File: src/rtl/bp_port_sched_pkg.sv
// Shared types and defaults for the branch-predictor port scheduler.
// Update FIFO entries are laid out as {idx, taken}, with taken in the LSB.
package bp_port_sched_pkg;

   localparam int ADDR_W         = 32;
   typedef logic [ADDR_W-1:0] addr_t;

   localparam int IDX_W_DEF      = 8;
   localparam int HIST_W_DEF     = 8;
   localparam int QDEPTH_DEF     = 4;
   localparam int STARVE_MAX_DEF = 3;

   localparam int UPD_TAKEN_LSB  = 0;
   localparam int UPD_IDX_LSB    = 1;

   function automatic int upd_entry_w(input int idx_w);
      return idx_w + 1;
   endfunction

endpackage

File: src/rtl/bp_upd_fifo.sv
// Committed-branch update FIFO; freezes entirely while rdy_in is low.
// Push when full and pop when empty are ignored.
module bp_upd_fifo #(
   parameter int WIDTH = 9,
   parameter int DEPTH = 4
)(
   input  logic             clk_in,
   input  logic             rst_in,
   input  logic             rdy_in,
   input  logic             push_in,
   input  logic             pop_in,
   input  logic [WIDTH-1:0] wdata_in,
   output logic [WIDTH-1:0] rdata_out,
   output logic             full_out,
   output logic             empty_out
);

   localparam int PTR_W = $clog2(DEPTH);
   localparam logic [PTR_W:0] FULL_CNT = (PTR_W+1)'(DEPTH);

   logic [WIDTH-1:0] r_mem [DEPTH];
   logic [PTR_W-1:0] r_wr_ptr;
   logic [PTR_W-1:0] r_rd_ptr;
   logic [PTR_W:0]   r_count;
   logic             w_do_push;
   logic             w_do_pop;

   assign full_out  = (r_count == FULL_CNT);
   assign empty_out = (r_count == '0);
   assign rdata_out = r_mem[r_rd_ptr];

   assign w_do_push = rdy_in && push_in && !full_out;
   assign w_do_pop  = rdy_in && pop_in && !empty_out;

   always_ff @(posedge clk_in) begin
      if (w_do_push) r_mem[r_wr_ptr] <= wdata_in;
   end

   // Power-of-2 depth lets the pointers wrap by plain overflow.
   always_ff @(posedge clk_in or negedge rst_in) begin
      if (!rst_in) begin
         r_wr_ptr <= '0;
         r_rd_ptr <= '0;
         r_count  <= '0;
      end else begin
         if (w_do_push) r_wr_ptr <= r_wr_ptr + 1'b1;
         if (w_do_pop)  r_rd_ptr <= r_rd_ptr + 1'b1;
         case ({w_do_push, w_do_pop})
            2'b10:   r_count <= r_count + 1'b1;
            2'b01:   r_count <= r_count - 1'b1;
            default: r_count <= r_count;
         endcase
      end
   end

endmodule

File: src/rtl/bp_port_sched.sv
// Arbitrates the single-port pattern table between IF lookups and queued
// commit updates, and keeps the gshare GHRs. Optional BP_SCHED_STATS_EN adds counters.
module bp_port_sched
   import bp_port_sched_pkg::*;
#(
   parameter int IDX_W      = IDX_W_DEF,
   parameter int HIST_W     = HIST_W_DEF,
   parameter int QDEPTH     = QDEPTH_DEF,
   parameter int STARVE_MAX = STARVE_MAX_DEF
)(
   input  logic              clk_in,
   input  logic              rst_in,
   input  logic              rdy_in,
   input  logic              clr_in,
   input  logic              if_lookup_valid_in,
   input  logic [ADDR_W-1:0] if_lookup_pc_in,
   output logic              if_lookup_grant_out,
   input  logic              if_pred_valid_in,
   input  logic              if_pred_taken_in,
   input  logic              rob_br_commit_in,
   input  logic              rob_br_taken_in,
   input  logic [ADDR_W-1:0] rob_br_pc_in,
   output logic              upd_full_out,
   output logic              tbl_en_out,
   output logic              tbl_we_out,
   output logic [IDX_W-1:0]  tbl_idx_out,
   output logic              tbl_taken_out,
`ifdef BP_SCHED_STATS_EN
   output logic [31:0]       stat_upd_out,
   output logic [31:0]       stat_force_out,
`endif
   output logic [HIST_W-1:0] ghr_spec_out
);

   localparam int ENT_W  = upd_entry_w(IDX_W);
   localparam int SCNT_W = $clog2(STARVE_MAX + 1);
   localparam logic [SCNT_W-1:0] STARVE_LIM = SCNT_W'(STARVE_MAX);

   logic [HIST_W-1:0] r_ghr_spec;
   logic [HIST_W-1:0] r_ghr_commit;
   logic [HIST_W-1:0] w_ghr_commit_nxt;
   logic [SCNT_W-1:0] r_starve;
   logic              r_tbl_en;
   logic              r_tbl_we;
   logic [IDX_W-1:0]  r_tbl_idx;
   logic              r_tbl_taken;
   logic              w_full;
   logic              w_empty;
   logic              w_push;
   logic              w_pop;
   logic              w_arb;
   logic              w_grant;
   logic [IDX_W-1:0]  w_lk_idx;
   logic [IDX_W-1:0]  w_upd_idx;
   logic [ENT_W-1:0]  w_wdata;
   logic [ENT_W-1:0]  w_rdata;
   logic              w_unused_pc;

   assign w_lk_idx  = if_lookup_pc_in[IDX_W+1:2] ^ IDX_W'(r_ghr_spec);
   assign w_upd_idx = rob_br_pc_in[IDX_W+1:2] ^ IDX_W'(r_ghr_commit);
   assign w_wdata   = {w_upd_idx, rob_br_taken_in};

   // A flush cycle freezes the port: no grant and no pop, but pushes still land.
   assign w_arb   = rdy_in && !clr_in;
   assign w_grant = w_arb && if_lookup_valid_in && (w_empty || (r_starve < STARVE_LIM));
   assign w_pop   = w_arb && !w_empty && !w_grant;
   assign w_push  = rdy_in && rob_br_commit_in && !w_full;

   assign w_ghr_commit_nxt = w_push ? {r_ghr_commit[HIST_W-2:0], rob_br_taken_in}
                                    : r_ghr_commit;

   assign if_lookup_grant_out = rst_in && w_grant;
   assign upd_full_out        = w_full;
   assign tbl_en_out          = r_tbl_en;
   assign tbl_we_out          = r_tbl_we;
   assign tbl_idx_out         = r_tbl_idx;
   assign tbl_taken_out       = r_tbl_taken;
   assign ghr_spec_out        = r_ghr_spec;

   assign w_unused_pc = ^{if_lookup_pc_in[ADDR_W-1:IDX_W+2], if_lookup_pc_in[1:0],
                          rob_br_pc_in[ADDR_W-1:IDX_W+2], rob_br_pc_in[1:0]};

   bp_upd_fifo #(
      .WIDTH (ENT_W),
      .DEPTH (QDEPTH)
   ) u_upd_fifo (
      .clk_in    (clk_in),
      .rst_in    (rst_in),
      .rdy_in    (rdy_in),
      .push_in   (w_push),
      .pop_in    (w_pop),
      .wdata_in  (w_wdata),
      .rdata_out (w_rdata),
      .full_out  (w_full),
      .empty_out (w_empty)
   );

   // Flush restores the speculative history from the post-commit value.
   always_ff @(posedge clk_in or negedge rst_in) begin
      if (!rst_in) begin
         r_ghr_commit <= '0;
         r_ghr_spec   <= '0;
      end else if (rdy_in) begin
         r_ghr_commit <= w_ghr_commit_nxt;
         if (clr_in)                r_ghr_spec <= w_ghr_commit_nxt;
         else if (if_pred_valid_in) r_ghr_spec <= {r_ghr_spec[HIST_W-2:0], if_pred_taken_in};
      end
   end

   always_ff @(posedge clk_in or negedge rst_in) begin
      if (!rst_in) begin
         r_starve <= '0;
      end else if (rdy_in) begin
         if (clr_in || w_pop)
            r_starve <= '0;
         else if (w_grant && !w_empty && (r_starve != STARVE_LIM))
            r_starve <= r_starve + 1'b1;
      end
   end

   always_ff @(posedge clk_in or negedge rst_in) begin
      if (!rst_in) begin
         r_tbl_en    <= 1'b0;
         r_tbl_we    <= 1'b0;
         r_tbl_idx   <= '0;
         r_tbl_taken <= 1'b0;
      end else if (w_grant) begin
         r_tbl_en    <= 1'b1;
         r_tbl_we    <= 1'b0;
         r_tbl_idx   <= w_lk_idx;
         r_tbl_taken <= 1'b0;
      end else if (w_pop) begin
         r_tbl_en    <= 1'b1;
         r_tbl_we    <= 1'b1;
         r_tbl_idx   <= w_rdata[ENT_W-1:UPD_IDX_LSB];
         r_tbl_taken <= w_rdata[UPD_TAKEN_LSB];
      end else begin
         r_tbl_en    <= 1'b0;
         r_tbl_we    <= 1'b0;
         r_tbl_idx   <= '0;
         r_tbl_taken <= 1'b0;
      end
   end

`ifdef BP_SCHED_STATS_EN
   logic [31:0] r_stat_upd;
   logic [31:0] r_stat_force;

   // A pop while a lookup is waiting only happens when starvation forced it.
   always_ff @(posedge clk_in or negedge rst_in) begin
      if (!rst_in) begin
         r_stat_upd   <= '0;
         r_stat_force <= '0;
      end else if (rdy_in) begin
         if (w_pop)                       r_stat_upd   <= r_stat_upd + 32'd1;
         if (w_pop && if_lookup_valid_in) r_stat_force <= r_stat_force + 32'd1;
      end
   end

   assign stat_upd_out   = r_stat_upd;
   assign stat_force_out = r_stat_force;
`endif

`ifndef SYNTHESIS
   always @(posedge clk_in) begin
      if (rdy_in && rob_br_commit_in && w_full)
         $warning("bp_port_sched: branch commit while update queue full, entry dropped");
   end
`endif

endmodule

File: config.mk
export PLATFORM = sky130hd
export DESIGN_NAME = bp_port_sched
export DESIGN_NICKNAME = d
export VERILOG_FILES = /design/src/rtl/bp_port_sched_pkg.sv /design/src/rtl/bp_upd_fifo.sv /design/src/rtl/bp_port_sched.sv
export SDC_FILE = /design/constraint.sdc
export NUM_CORES = 1
export LEC_CHECK = 0
export ABC_AREA = 1
export CAP_MARGIN = 30
export CORE_MARGIN = 2
export CORE_UTILIZATION = 48
export DETAILED_ROUTE_END_ITERATION = 16
export GPL_TIMING_DRIVEN = 0
export HOLD_SLACK_MARGIN = 0.03
export PLACE_DENSITY = 0.8
export SLEW_MARGIN = 20
export SYNTH_ARGS = -nofsm -noshare
export SYNTH_HDL_FRONTEND = slang
export SYNTH_SLANG_ARGS = --single-unit
File: constraint.sdc
create_clock -name clk_in -period 2.45 [get_ports clk_in]
set_input_delay 0.49 -clock clk_in [delete_from_list [all_inputs] [get_ports clk_in]]
set_output_delay 0.49 -clock clk_in [all_outputs]
set_load 0.05 [all_outputs]
==> summary.md <==
Of all nets on the critical path, the largest fanout is 2. The tightest min-delay check is of the in -> async type. The logs give 0.0965 ns for the post-route worst hold slack and 60.0% for the register area share after synthesis.

Static timing analysis puts the maximum clock frequency at 445 MHz. The tools report the startpoint type of the worst setup path as an input port. Leaving out fill and tap cells, the most frequent cell in the layout is nand2_1. By area the synthesized netlist is led by edfxtp_1, dfrtp_1, nand2_1. The total setup violations reported at the end of the flow was 0. The tree is rooted in a clkbuf_8.

The analysis attributes to cell leakage a power of 1.83 nW. Final-report hold violation count: 0. The violation count after the first detailed-routing iteration is 149, and the quantity of I/O buffers inserted on ports is 44. The run gives 0.36 ns as the source-to-sink clock delay at the later pin of the worst-skew pair. Type of the worst setup path: in -> out. During synthesis, Yosys emitted a total of 0 warnings. For the post-layout worst setup margin, the log shows 0.203 ns. The run gives 0.00988 ns as the worst clock skew. For this block, the routed nets add up to 7020 um of wire. The initial utilization of the core area, before any placement, comes to 49.2%. TritonCTS built the clock tree. The number of buffers added by the clock tree synthesis step was 9; the share of the cycle needed by the critical path after routing was 91.7%. The congestion estimate from routability-driven global placement came to 0.824.

Power per cell area: 1060 nW/um^2. Dividing the detail-routed via count by the number of cells gives 5.12. STA classifies the critical path endpoint as an output port.

Across the run, the number of max-cap violations was 0. The number of sinks handled by clock tree synthesis is 72, and the chip height is 87.0 um. The total routing resource utilization after global routing was 20.2%. Top cell type by total area after synthesis: edfxtp_1. The final net count is 455. Measured on the finished design, the core utilization comes to 60.8%. The floorplan step defined a die boundary enclosing 7570 sq um.

After clock tree synthesis, the clock-pin slew on the worst setup and hold paths is 0.08 ns. The number of diodes came out at 0. X dimension of the die: 87.0 um.

Summed over its instances, the top area cell type makes up 32.7% of the synthesized netlist area. The worst register-to-register path has a depth of 10. VDD sags by at most 409 uV. The minimum period implied by the final worst setup slack works out to 2.25 ns. At the placement stage, the worst setup path has a slack of -0.597 ns. The post-detailed-route DRC marker count was 0; the number of distinct library cells after synthesis was 29. The cell area after technology mapping was 3310 sq um; the number of nets with antenna violations after routing was 0. The detailed router placed 2,356 vias in this run. Setup repair after global routing left no endpoint under its margin.

The post-route netlist has 11.8% of its cells at a drive strength greater than 1. The core region is 6720 sq um. The first global-routing pass estimated 11,300 um of wire. For the number of top-level design ports, the log shows 94.

After detailed routing, the average wire length per cell comes to 15.3 um. Post-synthesis sequential element count: 72. The longest clock path from root to sink contains 2 buffers. A synthesized cell averages 10.4 sq um. The flow ran to the end, and the final reports show no timing, DRC or antenna violations.

The run gives 2,309 as the via count of the first global-routing pass. The detailed-router iteration count before antenna repair was 4. Synthesis produced a netlist whose cell count is 317. The setup TNS after final layout is 0 ns, and the required time of the worst setup path is 1.96 ns.

The H-tree generated during clock tree synthesis spans 3 levels. In the layout the commonest cells are nand2_1, nor2_1, clkdlybuf4s50_1. Entering global routing, the biggest net connects 33 pins. The HPWL after detailed placement is 4860 um. Data on the critical path arrives at its endpoint at 1.76 ns.

The initial antenna violation count was 0. Synthesis produced a netlist with a net count of 397. The normalized max-slew margin was 39.6%; the slew at the pin with the worst max-slew slack was 0.903 ns. The total grt overflow came out at 0. The area growth from synthesis to layout was 23.6%.

The max-slew violation count is 0. The run gives 30 as the number of placement rows.
-- registers in the layout, summed over array words and instances, names as in the netlist, 2 cells and up --
name,count
u_upd_fifo.r_mem,36
ghr_spec_out,8
r_ghr_commit,8
tbl_idx_out,8
u_upd_fifo.r_count,3
r_starve,2
u_upd_fifo.r_rd_ptr,2
u_upd_fifo.r_wr_ptr,2
-- Yosys cell counts --
| master | number |
|---|---|
| dfrtp_1 | 36 |
| edfxtp_1 | 36 |
| fa_1 | 1 |
| inv_2 | 1 |
| ha_1 | 6 |
| nor2_1 | 52 |
| nand2_8 | 1 |
| buf_4 | 5 |
| a21oi_4 | 1 |
| nand3_2 | 2 |
| inv_1 | 18 |
| a21oi_1 | 3 |
| nand2_1 | 71 |
| buf_12 | 1 |
| clkinv_4 | 1 |
| xor2_1 | 19 |
| nor2_4 | 1 |
| buf_6 | 2 |
| buf_2 | 1 |
| nand2_4 | 3 |
| nand3_1 | 18 |
| xnor2_1 | 2 |
| nand2_2 | 2 |
| clkinv_1 | 1 |
| nor2_2 | 1 |
| o211ai_4 | 1 |
| o21ai_4 | 1 |
| inv_4 | 1 |
| o21ai_0 | 29 |
-- critical path, cell delays in order --
cell	delay (ns)
clkdlybuf4s50_1	0.48
nand3_1	0.12
a21oi_4	0.16
inv_2	0.05
nor2_1	0.09
clkdlybuf4s15_2	0.38
-- stage by stage --
step,total power [mW],cells,instance area [sq um]
after floorplan,2.90,317,3310
after CTS,4.35,460,4080
after global routing,4.60,460,4090
after detailed placement,3.39,442,3860
after global placement,3.31,441,3850
final,4.34,460,4090
-- kinds of logic after synthesis --
logic type,Yosys count,synth area share [%]
AOI/OAI and AO/OA,35,6.47
xor gates and xnor gates,21,5.56
adders and majority gates,7,2.88
buffers and inverters,31,5.30
DFF,72,60.0
and+or+nand+nor,151,19.8
-- what timing repair did --
item	CTS	global route
setup endpoints to repair	2	2
buffers inserted	1	0
hold buffers	1	0
endpoints found under the hold margin	5	0
resized for setup	4	1
-- power by group --
| part | leakage (nW) | internal, mW | total [mW] | switching, mW |
|---|---|---|---|---|
| sequential | 0.787 | 1.62 | 1.82 | 0.198 |
| clock | 0.0989 | 0.501 | 0.971 | 0.470 |
| combinational | 0.942 | 0.542 | 1.56 | 1.01 |
-- worst paths after layout --
| check | to | startpoint | slack (ns) |
|---|---|---|---|
| min in group clk_in | tbl_en_out | clr_in | 0.48 |
| worst max-delay path | if_lookup_grant_out | if_lookup_valid_in | 0.20 |
| worst min register to register | r_starve[1] | r_starve[1] | 0.50 |
| max in group asynchronous | tbl_idx_out[3] | rst_in | 1.68 |
| worst max register to register | u_upd_fifo.r_count[2] | u_upd_fifo.r_count[1] | 0.36 |
| worst min-delay path | tbl_idx_out[4] | rst_in | 0.1 |
-- cell type report --
type                       count  area (sq um)
fill                         542          2630
sequential                    72          1980
clock buffer                  10           138
multi-input combinational    214          1150
tap                           80           100
clock inverter                 6          67.6
inverter                      22          90.1
buffer                         9          85.1
timing repair buffer          47           475
-- routing by layer --
layer  global-route usage (%)  share of wire [%]  up-vias
met5                        0                  0        -
li1                         -                  -     1142
met3                     5.02                5.4       15
met1                     26.6                 45     1122
met4                     9.38                2.4        0
met2                     31.5                 47       77
(Power assumes the default switching activity.)
